$ cat config.mk
export PLATFORM = sky130hd
export DESIGN_NAME = uart_tx
export DESIGN_NICKNAME = d
export VERILOG_FILES = /design/src/rtl/uart_tx.sv
export SDC_FILE = /design/constraint.sdc
export NUM_CORES = 1
export LEC_CHECK = 0
export ABC_AREA = 1
export BUFFER_PORTS_ARGS = -buffer_cell sky130_fd_sc_hd__buf_2
export CORE_MARGIN = 2
export CORE_UTILIZATION = 45
export CTS_BUF_LIST = sky130_fd_sc_hd__clkbuf_8
export DETAILED_ROUTE_END_ITERATION = 10
export GPL_TIMING_DRIVEN = 0
export PLACE_DENSITY = 0.73
export REMOVE_ABC_BUFFERS = 1
export SYNTH_ARGS = -nofsm -noshare
export SYNTH_HDL_FRONTEND = slang
export SYNTH_SLANG_ARGS = --single-unit
$ cat constraint.sdc
create_clock -name clk -period 3.6 [get_ports clk]
set_input_delay 0.72 -clock clk [delete_from_list [all_inputs] [get_ports clk]]
set_output_delay 0.72 -clock clk [all_outputs]
set_load 0.01 [all_outputs]
$ cat src/rtl/uart_tx.sv
// UART transmitter: 8 data bits LSB first, optional even/odd parity, one stop bit.
// Latency: start bit appears on tx_o the cycle after the accept edge; each bit lasts CLKS_PER_BIT cycles.
// Backpressure: requests are accepted only in IDLE (including the tx_done_o cycle); requests while busy are dropped.
module uart_tx #(
   parameter int unsigned CLKS_PER_BIT = 10,
   parameter bit          PARITY_EN    = 1'b0,
   parameter bit          PARITY_ODD   = 1'b0
) (
   input  logic       clk,
   input  logic       rst,
   input  logic       tx_start_i,
   input  logic [7:0] data_i,
   output logic       tx_o,
   output logic       tx_busy_o,
   output logic       tx_done_o
);

   // The timer only needs to reach CLKS_PER_BIT-1; at one cycle per bit it stays at zero.
   localparam int unsigned TW = (CLKS_PER_BIT > 1) ? $clog2(CLKS_PER_BIT) : 1;
   localparam logic [TW-1:0] BIT_LAST = TW'(CLKS_PER_BIT - 1);

   typedef enum logic [2:0] {
      S_IDLE   = 3'd0,
      S_START  = 3'd1,
      S_DATA   = 3'd2,
      S_PARITY = 3'd3,
      S_STOP   = 3'd4
   } state_t;

   state_t        state_q, state_d;
   logic [TW-1:0] timer_q, timer_d;
   logic [2:0]    idx_q,   idx_d;
   logic [7:0]    shift_q, shift_d;
   logic          par_q,   par_d;
   logic          tx_q,    tx_d;
   logic          busy_q,  busy_d;
   logic          done_q,  done_d;

   logic          bit_end;

   // Last cycle of the current bit slot.
   assign bit_end = (timer_q == BIT_LAST);

   // Next-state and registered-output logic; tx_d is only changed at bit boundaries.
   always_comb begin
      state_d = state_q;
      timer_d = timer_q;
      idx_d   = idx_q;
      shift_d = shift_q;
      par_d   = par_q;
      tx_d    = tx_q;
      busy_d  = busy_q;
      done_d  = 1'b0;

      unique case (state_q)
         S_IDLE: begin
            tx_d    = 1'b1;
            busy_d  = 1'b0;
            timer_d = '0;
            idx_d   = '0;
            if (tx_start_i) begin
               // Byte and its parity are captured once; data_i is ignored afterwards.
               state_d = S_START;
               shift_d = data_i;
               par_d   = (^data_i) ^ PARITY_ODD;
               tx_d    = 1'b0;
               busy_d  = 1'b1;
            end
         end

         S_START: begin
            if (bit_end) begin
               state_d = S_DATA;
               timer_d = '0;
               idx_d   = '0;
               tx_d    = shift_q[0];
               shift_d = {1'b0, shift_q[7:1]};
            end else begin
               timer_d = timer_q + 1'b1;
            end
         end

         S_DATA: begin
            if (bit_end) begin
               timer_d = '0;
               if (idx_q == 3'd7) begin
                  if (PARITY_EN) begin
                     state_d = S_PARITY;
                     tx_d    = par_q;
                  end else begin
                     state_d = S_STOP;
                     tx_d    = 1'b1;
                  end
               end else begin
                  idx_d   = idx_q + 3'd1;
                  tx_d    = shift_q[0];
                  shift_d = {1'b0, shift_q[7:1]};
               end
            end else begin
               timer_d = timer_q + 1'b1;
            end
         end

         S_PARITY: begin
            if (bit_end) begin
               state_d = S_STOP;
               timer_d = '0;
               tx_d    = 1'b1;
            end else begin
               timer_d = timer_q + 1'b1;
            end
         end

         S_STOP: begin
            if (bit_end) begin
               // First IDLE cycle carries the completion pulse and drops busy.
               state_d = S_IDLE;
               timer_d = '0;
               tx_d    = 1'b1;
               busy_d  = 1'b0;
               done_d  = 1'b1;
            end else begin
               timer_d = timer_q + 1'b1;
            end
         end

         default: begin
            state_d = S_IDLE;
            timer_d = '0;
            idx_d   = '0;
            tx_d    = 1'b1;
            busy_d  = 1'b0;
         end
      endcase
   end

   // State and output registers; reset aborts any frame and wins over a request.
   always_ff @(posedge clk) begin
      if (rst) begin
         state_q <= S_IDLE;
         timer_q <= '0;
         idx_q   <= '0;
         shift_q <= '0;
         par_q   <= 1'b0;
         tx_q    <= 1'b1;
         busy_q  <= 1'b0;
         done_q  <= 1'b0;
      end else begin
         state_q <= state_d;
         timer_q <= timer_d;
         idx_q   <= idx_d;
         shift_q <= shift_d;
         par_q   <= par_d;
         tx_q    <= tx_d;
         busy_q  <= busy_d;
         done_q  <= done_d;
      end
   end

   assign tx_o      = tx_q;
   assign tx_busy_o = busy_q;
   assign tx_done_o = done_q;

endmodule
* After elaboration in Yosys (flattened, before gate mapping) *
Index checks and enable logic that the tools add are counted.

storage, ports and cells
  bits in registers = 21
  memories = 0
  bits in read-only memories = 0
  output and inout bits = 3
  input bits = 11
  bits in latches = 0
  memory bits (writable) = 0

cells by class
  reduce and logical (&&, ||, !) cells = 12
  multipliers = 0
  div/mod/pow operators = 0
  $add $sub $neg = 2
  $lt $le $gt $ge = 0
  bitwise gates (word level) = 4
  multiplexer cells = 25
  equal/unequal tests = 14
  shift operators = 0

operators with widths
  cell                                                 count
  two-way mux 8 bit                                    4
  two-way mux 3 bit                                    8
  one-hot mux 8 bit (3 select lines)                   1
  one-hot mux 3 bit (5 select lines)                   1
  != test 2 bit, second input constant                 7
  one-hot mux 3 bit (3 select lines)                   1
  two-way mux 1 bit                                    8
  equality test 3 x 2 -> 1 bit, second input constant  2
  equality test 3 bit, second input constant           2
  AND reduction 6 bit                                  1
  OR reduction 3 bit                                   2
  AND reduction 5 bit                                  1
  adder 4 x 1 -> 4 bit, second input constant          1
  equality test 4 bit, second input constant           1
  inverter 1 bit                                       4
  one-hot mux 1 bit (4 select lines)                   1
  AND reduction 4 bit                                  1
  OR reduction 2 bit                                   2
  OR reduction 4 bit                                   1
  adder 3 x 1 -> 3 bit, second input constant          1
  equality test 3 x 1 -> 1 bit, second input constant  1
  logical NOT 3 bit                                    1
  one-hot mux 1 bit (3 select lines)                   1
  AND reduction 3 bit                                  1
  3 further kinds                                      3

* Logic depth before layout (Yosys ltp) *
  word-level depth = 4
  mapped depth = 10
  gate-level depth less buffers = 9

* Worst setup path after synthesis *
OpenSTA, ideal clock, no wires.

  path type = register to register
  from = reg idx_q[0]
  to = reg shift_q[4]
  required time = 3,486 ps
  cell stages (with the launch flop) = 10
  setup slack = 2,176 ps
  buffers on the path = 1
  arrival time = 1,310 ps
  period minus slack after synthesis = 1,424 ps
  cell sequence = dfxtp_1 -> ha_1 -> ha_1 -> nand3_2 -> nand2_2 -> nor2_4 -> nand2_4 -> buf_8 -> nor2_1 -> nor2_2

on the way
  longest elaborated chain between the ends = 3

RTL lines
  element                        line  source
  start, declared                32    logic [2:0] idx_q, idx_d;
  start signal, assigned         151   idx_q <= idx_d;
  equality test 3 bit            86    if (idx_q == 3'd7) begin
  != test 2 bit (no line)        n/a
  AND reduction 5 bit (no line)  n/a
  end signal, assigned           152   shift_q <= shift_d;
  end, declared                  33    logic [7:0] shift_q, shift_d;

No other way between the ends.
A chain may end at the register's enable or synchronous reset.

* Final worst setup path *
  from = reg state_q[1]
  to = reg idx_q[1]

on the way
  longest elaborated chain between the ends = 4
  elaborated cells between the ends (all ways) = 11
  those cells by class = eq/ne: 7; mux: 1; bitwise: 1; reduce/logical: 2

RTL lines
  element                                                                     line  source
  start, declared                                                             30    state_t state_q, state_d;
  start signal, assigned                                                      149   state_q <= state_d;
  equality test 3 bit / equality test 3 x 2 -> 1 bit (equally long branches)  55    unique case (state_q)
  OR reduction 2 bit (no line)                                                n/a
  inverter 1 bit (no line)                                                    n/a
  AND reduction 4 bit (no line)                                               n/a

Parallel ways exist; a longest one is shown, timed or not.

==> results.py <==
metrics = {
    "global_routing": {
        "grt_pass1_vias": 953,
        "grt_start_max_net_pins": 15,
        "grt.total_usage_pct": 16.1,
        "grt_pass1_wl_mm": 4.02,
        "antenna_found_initial": 0,
        "grt.overflow.total": 0,
    },
    "setup_path": {
        "path_delay_family": "simple AND/OR/NAND/NOR gates",
        "r2r_start": "state_q[1]",
        "cp_max_fo": 8,
        "worstSetupStartpointType": "flop",
        "worstSetupPathType": "flop to flop",
        "crit_top_cell": "nand2_1",
        "cp.required_ps": 3760,
        "cp_slowest_stage_delay_ps": 550,
        "critPathArrivalTime_ps": 1650,
        "cp-startpoint": "state_q[1]",
        "crit_buf_inv": 1,
        "cp_slowest_cell": "dfxtp_1",
        "critPathCaptureType": "flop",
        "crit_chain": "inv_2 -> nand3_1 -> nand2_1 -> nor2_1 -> nand2_1 -> nand2_1 -> a21oi_1",
    },
    "sta": {
        "setup-violations-final": 0,
        "hold_violations": 0,
        "rsz0062_at_grt": "no",
        "max_freq_mhz": 668,
        "skew_ps": 3.10,
        "finalWorstPathRequiredPeriod_ps": 1500,
        "finalSetupTns_ps": 0,
        "maxSlewHeadroom_pct": 74.7,
        "finalCritPeriodShare_pct": 41.6,
        "slew_viol_final": 0,
        "tightest_slew_ps": 380,
    },
    "route": {
        "vias_per_cell": 4.82,
        "initialDrtViolationCount": 16,
        "totalWireLength_mm": 2.26,
        "dr_total_vias": 1036,
        "post_drt_wl_per_cell_um": 10.5,
        "ant_nets": 0,
        "firstDrtPassIters": 4,
        "drc": 0,
    },
    "clock_tree": {
        "clk_latency_ps": 260,
        "cts_setup_buffers": 0,
        "cts_tree": "built",
        "root_buffer": "clkbuf_8",
        "cts_buffer_depth": 2,
        "cts_hold_buf": 0,
        "clk_pin_slew_ps": 80,
        "cts_made_buffers": 3,
        "h-tree-depth": 1,
        "cts.sinks": 21,
        "postCtsResizedCells": 0,
    },
    "floorplanning": {
        "fp.coreArea_um2": 2500,
        "io_pins": 14,
        "start_util_pct": 47.9,
        "fp.dieW_um": 55.6,
        "die_h_um": 55.6,
        "dieArea_um2": 3090,
        "num_rows": 18,
    },
    "power": {
        "ir_drop_uv": 402,
        "power_leakage_nw": 0.656,
        "power_density_nw_per_um2": 808,
        "total_power_mw": 1.06,
    },
    "finish": {
        "diodes": 0,
        "fin_util_pct": 52.6,
        "layout_commonest_cell": "nand2_1",
        "synthToLayoutAreaGrowth_pct": 9.82,
        "layout.nets": 201,
        "layout-drive-gt1-share_pct": 21.6,
        "layout_common_cells": "49 x nand2_1, 22 x nor2_1, 21 x dfxtp_1",
    },
    "synthesis": {
        "synth_top_area_share_pct": 35.1,
        "ys.warnings.count": 0,
        "yosysTopAreaCell": "dfxtp_1",
        "synth_seq_area_share_pct": 35.1,
        "synth_area_leaders": "dfxtp_1 35%, nand2_1 15%, nor2_1 6.9%",
        "syn_area_um2": 1200,
        "postSynthCellCount": 171,
        "async_reset_ff_share_pct": 0,
        "synth_edf_count": 0,
        "synth_seq_cells": 21,
        "syn_area_per_cell_um2": 7.00,
        "yosysUniqueCellTypes": 24,
        "synth_flop_cell": "dfxtp_1",
    },
    "status": {
        "status": "completed",
    },
    "run": {
        "cap_violations": 0,
    },
    "place": {
        "dp_hpwl_mm": 1.71,
        "place_congestion": 0.835,
        "io_buffers": 13,
    },
    "min_path": {
        "min-delay-start": "timer_q[0]",
        "hp-class": "flop to flop",
    },
}
registers in the layout, summed over array words and instances, names as in the netlist:
signal     flops
shift_q        8
timer_q        4
idx_q          3
state_q        3
tx_busy_o      1
tx_done_o      1
tx_o           1
cell type report:
| type | instances | area (um^2) |
|---|---|---|
| timing repair buffer | 13 | 65.1 |
| clock buffer | 3 | 41.3 |
| tap | 30 | 37.5 |
| inverter | 23 | 86.3 |
| clock inverter | 1 | 5.00 |
| fill | 267 | 1180 |
| multi-input combinational | 124 | 659 |
| sequential | 21 | 420 |
stage by stage:
step	std cells	cell area [um^2]	hold WS, ps	setup WS, ps
after detailed placement	211	1270	462	1870
after global routing	215	1320	499	1950
after floorplan	168	1170	433	2240
after CTS	215	1320	477	2090
final	215	1320	473	2100
after global placement	211	1270	444	1890
synth_stat cells (3+ instances only):
library cell / number
dfxtp_1: 21
a21oi_1: 7
nand2_1: 49
nand4_1: 3
ha_1: 4
nand3_1: 11
inv_1: 20
inv_2: 3
nor2_1: 22
nor2_2: 7
nand2_2: 5
power by group:
part           total (mW)  internal (mW)  switching (mW)
Combinational       0.544          0.187           0.357
Clock               0.156         0.0772          0.0784
Sequential          0.362          0.304          0.0580
Total                1.06          0.568           0.494
kinds of logic after synthesis:
family | after synthesis | synth area share, %
simple gates | 108 | 45.1
buf+inv | 26 | 9.82
flops | 21 | 35.1
compound gates | 10 | 4.28
fa+ha+maj | 4 | 4.18
xor+xnor | 2 | 1.46
path summary, 6_finish.rpt:
path / end / slack, ps / depth (start not counted)
hold / removal: timer_q[0] / 470 / 1
hold reg to reg: timer_q[0] / 470 / 1
setup / recovery: idx_q[1] / 2100 / 7
setup reg to reg: idx_q[1] / 2100 / 7
layer usage:
| layer | up-vias | part of all wire (%) | GRT usage [%] |
|---|---|---|---|
| met5 | - | 0 | 0 |
| met4 | 0 | 2.0 | 8.01 |
| met3 | 5 | 2.0 | 2.09 |
| met2 | 8 | 50 | 27.6 |
| met1 | 466 | 46 | 19.6 |
| li1 | 557 | - | - |
(Power assumes the default switching activity.)
